$ cat src/rtl/fpu_add_pkg.sv
// Shared FP-adder definitions: exponent/shift defaults for double and single
// precision, and the packed result record of the exponent-align stage.
package fpu_add_pkg;

  localparam int DP_EW        = 11;
  localparam int DP_MAX_SHIFT = 55;
  localparam int DP_SW        = $clog2(DP_MAX_SHIFT + 1);
  localparam int SP_EW        = 8;
  localparam int SP_MAX_SHIFT = 26;

  typedef struct packed {
    logic                eb_gt_ea;
    logic [DP_EW-1:0]    e_max;
    logic [DP_SW-1:0]    as;
    logic                sat;
    logic                a_spec;
    logic                b_spec;
  } exp_align_t;

endpackage

$ cat src/rtl/exp_align_pipe_if.sv
// Valid/ready bus of the exponent-align stage: producer drives exponents and
// out_ready (master), the pipeline drives ready and the result (slave).
interface exp_align_pipe_if #(
  parameter int EW = 11,
  parameter int SW = 6
);
  logic          in_valid;
  logic          in_ready;
  logic [EW-1:0] ea;
  logic [EW-1:0] eb;
  logic          out_valid;
  logic          out_ready;
  logic          eb_gt_ea;
  logic [EW-1:0] e_max;
  logic [SW-1:0] as;
  logic          sat;
  logic          a_spec;
  logic          b_spec;

  modport master (
    output in_valid, ea, eb, out_ready,
    input  in_ready, out_valid, eb_gt_ea, e_max, as, sat, a_spec, b_spec
  );

  modport slave (
    input  in_valid, ea, eb, out_ready,
    output in_ready, out_valid, eb_gt_ea, e_max, as, sat, a_spec, b_spec
  );
endinterface

$ cat src/rtl/exp_align_pipe_exp_diff.sv
// Combinational exponent comparator: EW+1-bit difference gives the ordering,
// both unsigned magnitudes are produced so stage 2 only has to select.
module exp_diff #(
  parameter int EW = 11
) (
  input  logic [EW-1:0] ea,
  input  logic [EW-1:0] eb,
  output logic          eb_gt_ea,
  output logic [EW-1:0] mag_ab,
  output logic [EW-1:0] mag_ba
);
  logic [EW:0] d_s;

  assign d_s      = {1'b0, ea} - {1'b0, eb};
  assign eb_gt_ea = d_s[EW];
  assign mag_ab   = ea - eb;
  assign mag_ba   = eb - ea;
endmodule

$ cat src/rtl/exp_align_pipe.sv
// Two-stage exponent-align pipeline with valid/ready backpressure.
// Optional Inf/NaN exponent override enabled by EXP_ALIGN_SPECIAL_EN.
module exp_align_pipe
  import fpu_add_pkg::*;
#(
  parameter int EW        = DP_EW,
  parameter int MAX_SHIFT = DP_MAX_SHIFT,
  parameter int SW        = $clog2(MAX_SHIFT + 1)
) (
  input logic             clk,
  input logic             rst_n,
  exp_align_pipe_if.slave bus
);
  logic          s1_v_r, s2_v_r;
  logic          s1_load_s, s2_load_s;
  logic          gt_s;
  logic [EW-1:0] mab_s, mba_s;
  logic          asp_s, bsp_s, special_s;
  logic          s1_gt_r, s1_asp_r, s1_bsp_r;
  logic [EW-1:0] s1_ea_r, s1_eb_r, s1_mab_r, s1_mba_r;
  logic [EW-1:0] mag_s, emax_s;
  logic [SW-1:0] as_s;
  logic          sat_s;
  logic          out_gt_r, out_sat_r, out_asp_r, out_bsp_r;
  logic [EW-1:0] out_emax_r;
  logic [SW-1:0] out_as_r;

  exp_diff #(.EW(EW)) u_exp_diff (
    .ea       (bus.ea),
    .eb       (bus.eb),
    .eb_gt_ea (gt_s),
    .mag_ab   (mab_s),
    .mag_ba   (mba_s)
  );

`ifdef EXP_ALIGN_SPECIAL_EN
  assign asp_s     = &bus.ea;
  assign bsp_s     = &bus.eb;
  assign special_s = s1_asp_r | s1_bsp_r;
`else
  assign asp_s     = 1'b0;
  assign bsp_s     = 1'b0;
  assign special_s = 1'b0;
`endif

  // Stage load enables; in_ready is combinational from out_ready.
  always_comb begin
    s2_load_s = !s2_v_r || bus.out_ready;
    s1_load_s = !s1_v_r || s2_load_s;
  end

  assign bus.in_ready = s1_load_s;

  // Stage-2 result: select magnitude and larger exponent, saturate the shift.
  always_comb begin
    mag_s  = s1_gt_r ? s1_mba_r : s1_mab_r;
    emax_s = s1_gt_r ? s1_eb_r : s1_ea_r;
    if (special_s) begin
      sat_s = 1'b0;
      as_s  = {SW{1'b0}};
    end else if (mag_s > EW'(MAX_SHIFT)) begin
      sat_s = 1'b1;
      as_s  = SW'(MAX_SHIFT);
    end else begin
      sat_s = 1'b0;
      as_s  = mag_s[SW-1:0];
    end
  end

  // Stage-1 registers: capture exponents and comparator results on accept.
  always_ff @(posedge clk or negedge rst_n) begin
    if (!rst_n) begin
      s1_v_r   <= 1'b0;
      s1_gt_r  <= 1'b0;
      s1_ea_r  <= {EW{1'b0}};
      s1_eb_r  <= {EW{1'b0}};
      s1_mab_r <= {EW{1'b0}};
      s1_mba_r <= {EW{1'b0}};
      s1_asp_r <= 1'b0;
      s1_bsp_r <= 1'b0;
    end else if (s1_load_s) begin
      s1_v_r <= bus.in_valid;
      if (bus.in_valid) begin
        s1_gt_r  <= gt_s;
        s1_ea_r  <= bus.ea;
        s1_eb_r  <= bus.eb;
        s1_mab_r <= mab_s;
        s1_mba_r <= mba_s;
        s1_asp_r <= asp_s;
        s1_bsp_r <= bsp_s;
      end
    end
  end

  // Stage-2 registers: outputs only change when stage 2 reloads with valid data.
  always_ff @(posedge clk or negedge rst_n) begin
    if (!rst_n) begin
      s2_v_r     <= 1'b0;
      out_gt_r   <= 1'b0;
      out_emax_r <= {EW{1'b0}};
      out_as_r   <= {SW{1'b0}};
      out_sat_r  <= 1'b0;
      out_asp_r  <= 1'b0;
      out_bsp_r  <= 1'b0;
    end else if (s2_load_s) begin
      s2_v_r <= s1_v_r;
      if (s1_v_r) begin
        out_gt_r   <= s1_gt_r;
        out_emax_r <= emax_s;
        out_as_r   <= as_s;
        out_sat_r  <= sat_s;
        out_asp_r  <= s1_asp_r;
        out_bsp_r  <= s1_bsp_r;
      end
    end
  end

  assign bus.out_valid = s2_v_r;
  assign bus.eb_gt_ea  = out_gt_r;
  assign bus.e_max     = out_emax_r;
  assign bus.as        = out_as_r;
  assign bus.sat       = out_sat_r;
  assign bus.a_spec    = out_asp_r;
  assign bus.b_spec    = out_bsp_r;
endmodule

$ cat src/flat_wrapper.sv
// flat-port wrapper written by rule: the top's interface ports become plain ports
module exp_align_pipe_flat import fpu_add_pkg::*;
#(
  parameter int EW        = DP_EW,
  parameter int MAX_SHIFT = DP_MAX_SHIFT,
  parameter int SW        = $clog2(MAX_SHIFT + 1)
)
  (clk, rst_n, bus_in_valid, bus_ea, bus_eb, bus_out_ready, bus_in_ready, bus_out_valid, bus_eb_gt_ea, bus_e_max, bus_as, bus_sat, bus_a_spec, bus_b_spec);
  exp_align_pipe_if #(.EW(EW), .SW(SW)) bus_i ();
  input logic clk;
  input logic rst_n;
  input wire logic [$bits(bus_i.in_valid)-1:0] bus_in_valid;
  input wire logic [$bits(bus_i.ea)-1:0] bus_ea;
  input wire logic [$bits(bus_i.eb)-1:0] bus_eb;
  input wire logic [$bits(bus_i.out_ready)-1:0] bus_out_ready;
  output wire logic [$bits(bus_i.in_ready)-1:0] bus_in_ready;
  output wire logic [$bits(bus_i.out_valid)-1:0] bus_out_valid;
  output wire logic [$bits(bus_i.eb_gt_ea)-1:0] bus_eb_gt_ea;
  output wire logic [$bits(bus_i.e_max)-1:0] bus_e_max;
  output wire logic [$bits(bus_i.as)-1:0] bus_as;
  output wire logic [$bits(bus_i.sat)-1:0] bus_sat;
  output wire logic [$bits(bus_i.a_spec)-1:0] bus_a_spec;
  output wire logic [$bits(bus_i.b_spec)-1:0] bus_b_spec;
  assign bus_i.in_valid = bus_in_valid;
  assign bus_i.ea = bus_ea;
  assign bus_i.eb = bus_eb;
  assign bus_i.out_ready = bus_out_ready;
  assign bus_in_ready = bus_i.in_ready;
  assign bus_out_valid = bus_i.out_valid;
  assign bus_eb_gt_ea = bus_i.eb_gt_ea;
  assign bus_e_max = bus_i.e_max;
  assign bus_as = bus_i.as;
  assign bus_sat = bus_i.sat;
  assign bus_a_spec = bus_i.a_spec;
  assign bus_b_spec = bus_i.b_spec;
  exp_align_pipe #(.EW(EW), .MAX_SHIFT(MAX_SHIFT), .SW(SW)) u_core (.clk(clk), .rst_n(rst_n), .bus(bus_i));
endmodule
$ cat config.mk
export PLATFORM = sky130hd
export DESIGN_NAME = exp_align_pipe_flat
export DESIGN_NICKNAME = d
export VERILOG_FILES = /design/src/rtl/fpu_add_pkg.sv /design/src/rtl/exp_align_pipe_if.sv /design/src/rtl/exp_align_pipe_exp_diff.sv /design/src/rtl/exp_align_pipe.sv /design/src/flat_wrapper.sv
export SDC_FILE = /design/constraint.sdc
export NUM_CORES = 1
export LEC_CHECK = 0
export CORE_ASPECT_RATIO = 0.9
export CORE_MARGIN = 8
export CORE_UTILIZATION = 30
export CTS_BUF_LIST = sky130_fd_sc_hd__clkbuf_4 sky130_fd_sc_hd__clkbuf_8 sky130_fd_sc_hd__clkbuf_16
export DETAILED_ROUTE_END_ITERATION = 16
export PLACE_DENSITY_LB_ADDON = 0.15
export SKIP_CTS_REPAIR_TIMING = 1
export SLEW_MARGIN = 30
export SYNTH_ARGS = -nofsm -noshare
export SYNTH_HDL_FRONTEND = slang
export SYNTH_SLANG_ARGS = --single-unit
$ cat constraint.sdc
create_clock -name clk -period 1.78 [get_ports clk]
set_clock_uncertainty 0.2 [all_clocks]
set_input_delay 0.178 -clock clk [delete_from_list [all_inputs] [get_ports clk]]
set_output_delay 0.178 -clock clk [all_outputs]
set_load 0.01 [all_outputs]
==> results of run 1 <==
==> kinds of logic after synthesis <==
family | synth area share (%)
buffers and inverters | 6.06
muxes | 5.37
other | 0.104
and+or+nand+nor | 15.2
AOI/OAI and AO/OA | 17.1
DFF | 45.3
adders and majority gates | 8.43
xor gates and xnor gates | 2.44
==> metrics by stage <==
stage,power [mW],setup WS [ns]
after floorplan,2.60,-0.0638
after global placement,3.24,-0.658
after detailed placement,3.26,-0.693
after CTS,4.98,-0.341
after global routing,5.35,-0.114
final,5.04,-0.0604
==> critical path: stages, from the launching register on <==
cell and delay (ns):
dfrtp_1 0.40, or4_4 0.53, nor3_4 0.13, a31oi_2 0.07
nor3_4 0.15, buf_6 0.15, a21oi_1 0.07
==> layout by cell type (no fill, tap or decap), types with 3 or more instances in the layout <==
cell type | netlist | layout
dfrtp_1 | 65 | 64
dlymetal6s2s_1 | 0 | 17
nand2b_1 | 6 | 4
o21ai_0 | 51 | 45
nor2_1 | 19 | 18
nand2_1 | 73 | 71
a21oi_1 | 21 | 15
clkdlybuf4s50_1 | 0 | 26
clkbuf_16 | 0 | 9
mux2i_1 | 17 | 17
nand3_1 | 3 | 3
nand3b_1 | 3 | 3
a21o_1 | 3 | 3
o211ai_1 | 8 | 8
ha_1 | 21 | 10
clkinvlp_4 | 0 | 3
ha_4 | 0 | 9
inv_2 | 0 | 7
a211oi_2 | 0 | 3
buf_4 | 3 | 70
a21oi_2 | 0 | 4
xor2_1 | 8 | 8
nor3_1 | 4 | 4
inv_1 | 26 | 17
o21ai_1 | 0 | 4
nor3_4 | 1 | 3
==> worst paths after layout <==
| path | to | cells past startpoint | start |
|---|---|---|---|
| worst max register to register | u_core.bus.as[4] | 6 | u_core.s1_mab_r[8] |
| min in group asynchronous | u_core.bus.as[4] | 3 | rst_n |
| worst min-delay path | u_core.s1_eb_r[0] | 3 | bus_eb[0] |
| max in group asynchronous | u_core.bus.e_max[9] | 3 | rst_n |
| worst min register to register | u_core.bus.e_max[5] | 2 | u_core.bus.e_max[5] |
| worst max-delay path | u_core.bus.as[4] | 6 | u_core.s1_mab_r[8] |
==> sequential cells by signal (all words and copies together), names as in the netlist, 6 cells and up <==
name	cells
u_core.bus.e_max	11
u_core.s1_ea_r	11
u_core.s1_eb_r	11
u_core.s1_mba_r	11
u_core.s1_mab_r	10
u_core.bus.as	6
==> final cells by class <==
cell class	instances	share of cell area, %
clock buffer	12	4.88
clock inverter	4	0.516
inverter	26	1.97
multi-input combinational	278	37.9
sequential	65	30.5
tap	160	3.75
timing repair buffer	121	20.5
==> routing by layer <==
metal / global-route usage (%) / vias to the layer above / share of wire, %
li1: - / 1552 / -
met1: 17.3 / 1433 / 49
met2: 19.0 / 58 / 45
met3: 3.34 / 6 / 5.1
met4: 4.30 / 0 / 0.76
met5: 0 / - / 0
==> power groups by stage <==
stage,Combinational [mW],Clock (mW),Sequential (mW)
3_5_place_dp,1.32,0,1.94
3_3_place_gp,1.31,0,1.93
2_1_floorplan,0.658,0,1.94
6_report,1.42,1.70,1.92
5_1_grt,1.58,1.81,1.96
4_1_cts,1.33,1.74,1.92
==> results.toml, run 1 <==
[cts]
tritoncts = "yes"
clockBufferDepth = 2
cts_sinks = 65
clk_latency_ns = 0.33
cts_buffers = 9
htreeDepth = 3
cts.clk_slew.worst_paths_ns = 0.06
cts_root_buffer = "clkbuf_16"

[job]
drv_cap = 0

[pwr]
switchingPower_mw = 1.53
leakage_nw = 2.53
power_frac_comb_pct = 28.1
peakVddDrop_uv = 394
p_sw_share_pct = 30.4
pwr-share-seq_pct = 38.1
powerDensity_nw_per_um2 = 945
power.internal_mw = 3.51
clockPowerShare_pct = 33.8

[layout]
finish.utilization_pct = 44.9
area_delta_synth_final_pct = 48.5
multiInputGateArea_um2 = 2020
drive_above_1_share_pct = 28.7
regArea_um2 = 1630
fin_cells = 666
nets = 550
fillCellCount = 1165
stdcell_area_um2 = 5330
n_antenna_cell = 0

[placed_design]
dp.cells = 644
placed_cell_area_um2 = 4720
io_buffers = 46
place.detailed.hpwl_um = 7290
gp_congestion = 0.856

[critical_path]
cp-end-kind = "flip-flop"
crit_type = "reg2reg"
cp-start-kind = "flip-flop"
r2r_slack_ns = -0.06
path_max_fanout = 7
worst_ep_arrival_time_ns = 1.84
required_ns = 1.78

[timing]
timing.hold.ws_ns = 0.0392
tns_ns = -0.313
max_freq_ghz = 0.543
rsz0062_at_grt = "true"
period_minus_slack_ns = 1.84
finalCritPeriodShare_pct = 103
hold_viol_final = 0
drv_slew = 0
finalSetupViolations = 7
final.setup.worst_slack_ns = -0.0604

[synth]
synth_ff_type = "dfrtp_1"
syn_inst = 393
syn-mean-instance-area_um2 = 9.14
ys_types = 46
synthArstFlopShare_pct = 100
ys_seq_area_share_pct = 45.3
synthTopCellsByCount = "nand2_1 (73), dfrtp_1 (65), o21ai_0 (51), inv_1 (26)"
synth_top_area_share_pct = 45.3
yosys_register_bits = 65
synth_edf_count = 0
synth.most_common_cell = "nand2_1"
synth_top_area_cell = "dfrtp_1"
ys_top_cells_by_area = "dfrtp_1 (45%), nand2_1 (7.6%), ha_1 (7.3%)"
yosys_warnings = 0
netlist_area_um2 = 3590

[floorplan]
std_cell_rows = 38
initial_core_util_pct = 30.2
dieArea_um2 = 15700
pin_count = 49
core_area_um2 = 11900
die_x_um = 131
dieHeight_um = 120

[hold_path]
holdCritPathClass = "in2reg"

[routing]
dr.pass1.iters = 4
drc = 0
wl_per_cell_um = 14.7
final_antenna_net_count = 0
dr.first_iter.drc_count = 202
routed_via_density = 4.58
wl_um = 9770
vias = 3049

[grt]
antenna_found_initial = 0
first_global_vias = 3094
grt_pass1_wl_um = 16000
grt-ovfl-total = 0
grt_start_max_net_pins = 66
grt_usage_pct = 12.6

[status]
outcome = "complete, but fails checks"
violations = "negative setup slack"
(Power assumes the default switching activity.)
==> inputs of run 2 (changes only) <==
--- a/config.mk
+++ b/config.mk
@@ -7,12 +7,12 @@
 export LEC_CHECK = 0
 export CORE_ASPECT_RATIO = 0.9
 export CORE_MARGIN = 8
-export CORE_UTILIZATION = 30
+export CORE_UTILIZATION = 50
 export CTS_BUF_LIST = sky130_fd_sc_hd__clkbuf_4 sky130_fd_sc_hd__clkbuf_8 sky130_fd_sc_hd__clkbuf_16
 export DETAILED_ROUTE_END_ITERATION = 16
 export PLACE_DENSITY_LB_ADDON = 0.15
 export SKIP_CTS_REPAIR_TIMING = 1
-export SLEW_MARGIN = 30
+export SLEW_MARGIN = 15
 export SYNTH_ARGS = -nofsm -noshare
 export SYNTH_HDL_FRONTEND = slang
 export SYNTH_SLANG_ARGS = --single-unit
==> run 2 against run 1 <==
  * Sequential share of layout area up 0.19 points
  * Largest power group unchanged
  * Global-route usage up 6.0 points
  * Critical path depth unchanged
  * Critical endpoint unchanged
  * Total power down 1.1%
  * Highest routed layer unchanged
  * Fmax down 4.5%
  * Register-to-register slack worse by 0.09 ns
  * Critical path type unchanged
  * First-iteration DRC count down 33%
  * Cell count down 9.3%
  * Die area down 35%
  * Clock power down 8%
  * The flow finishes with violations (negative hold slack, negative setup slack)
==> results.toml, run 2 (synthesis results as in run 1) <==
[cts]
cts_sinks = 65
tritoncts = "yes"
clockBufferDepth = 2
htreeDepth = 3
cts_buffers = 9
cts.clk_slew.worst_paths_ns = 0.08
clk_latency_ns = 0.35
cts_root_buffer = "clkbuf_8"

[timing]
finalCritPeriodShare_pct = 108
hold_viol_final = 1
rsz0062_at_grt = "true"
worst_slew_pin_slew_ns = 0.598
drv_slew = 0
timing.hold.ws_ns = -0.00931
max_freq_ghz = 0.519
period_minus_slack_ns = 1.93
tns_ns = -0.916
finalSetupViolations = 7
final.setup.worst_slack_ns = -0.147
slew_headroom_pct = 59.8

[grt]
grt_pass1_wl_um = 15100
grt.met1_usage_pct = 24.7
grt_usage_pct = 18.6
grtUsageMet2_pct = 29.5
grt_start_max_net_pins = 66
grt.busiest_layer = "met2"
first_global_vias = 3089
grt-ovfl-total = 0
antenna_found_initial = 0
gr-usage-met3_pct = 4.31

[status]
outcome = "complete, but fails checks"
violations = "negative hold slack, negative setup slack"

[routing]
vias = 3199
routed_via_density = 5.30
final_antenna_net_count = 0
dr.first_iter.drc_count = 136
dr.pass1.iters = 5
drc = 0
wl_per_cell_um = 16.5
wl_um = 9970

[pwr]
clockPowerShare_pct = 31.5
peakVddDrop_uv = 574
power.internal_mw = 3.46
powerDensity_nw_per_um2 = 941
power_frac_comb_pct = 30.0
leakage_nw = 2.54
p_sw_share_pct = 30.7
pwr-share-seq_pct = 38.6
switchingPower_mw = 1.53

[critical_path]
path_max_fanout = 7
crit_type = "reg2reg"
cp-end-kind = "flip-flop"
required_ns = 1.80
cp-start-kind = "flip-flop"
worst_ep_arrival_time_ns = 1.95
regToRegStartpoint = "u_core.s1_mab_r[6]"
crit_start = "u_core.s1_mab_r[6]"

[layout]
mostFrequentLayoutCell = "buf_4"
drive_above_1_share_pct = 29.9
n_antenna_cell = 0
fin_cells = 604
finish.utilization_pct = 75.6
stdcell_area_um2 = 5300
nets = 555
layout_common_cells = "buf_4 (75), nand2_1 (70), dfrtp_1 (65), o21ai_0 (45), clkdlybuf4s50_1 (29)"
area_delta_synth_final_pct = 47.5

[floorplan]
pin_count = 49
core_area_um2 = 7000
dieHeight_um = 96.4
std_cell_rows = 29
die_x_um = 105
initial_core_util_pct = 51.3
dieArea_um2 = 10200

[placed_design]
placed_cell_area_um2 = 4650
dp.cells = 579
place.detailed.hpwl_um = 6800
io_buffers = 46
gp_congestion = 0.898

[hold_path]
worstHoldStart = "bus_eb[3]"
holdCritPathClass = "in2reg"

[job]
drv_cap = 0
==> run 2: power groups by stage <==
| stage | Sequential, mW | Clock (mW) | Combinational [mW] |
|---|---|---|---|
| after floorplan | 1.94 | 0 | 0.658 |
| after global placement | 1.93 | 0 | 1.28 |
| after detailed placement | 1.94 | 0 | 1.32 |
| after CTS | 1.92 | 1.57 | 1.33 |
| after global routing | 1.96 | 1.64 | 1.64 |
| final | 1.92 | 1.57 | 1.49 |
==> run 2: metal layers <==
layer  wire (µm)  part of all wire [%]  vias up
li1            -                     -     1549
met1        4450                    45     1559
met2        4890                    49       76
met3         478                   4.8       15
met4         156                   1.6        0
met5           0                     0        -
==> run 2: per-stage QoR <==
step	setup WS (ns)	total power [mW]
floorplan	-0.0638	2.60
global placement	-0.696	3.21
detailed placement	-0.721	3.26
CTS	-0.376	4.82
global route	-0.206	5.24
finish	-0.147	4.98
==> run 2: layout make-up <==
class | instances | area (µm²)
sequential | 65 | 1630
inverter | 26 | 105
timing repair buffer | 126 | 1130
tap | 93 | 116
clock inverter | 6 | 114
clock buffer | 10 | 131
multi-input combinational | 278 | 2070
fill | 462 | 1710
==> run 2: worst max-delay path: stages (launching register included) <==
cell,delay (ns)
dfrtp_1,0.39
or4_4,0.55
nor3_4,0.16
a31oi_4,0.06
nor3_4,0.21
buf_6,0.15
a21oi_1,0.06
==> run 2: path summary, 6_finish.rpt <==
kind                                  endpoint  slack [ns]  cells past startpoint
hold reg to reg              u_core.s1_eb_r[3]        0.28                      2
max in group asynchronous  u_core.bus.e_max[9]        0.91                      3
min in group asynchronous    u_core.s1_eb_r[2]        0.17                      3
hold / removal               u_core.s1_eb_r[3]      -0.009                      3
setup / recovery              u_core.bus.as[4]       -0.15                      6
setup reg to reg              u_core.bus.as[4]       -0.15                      6
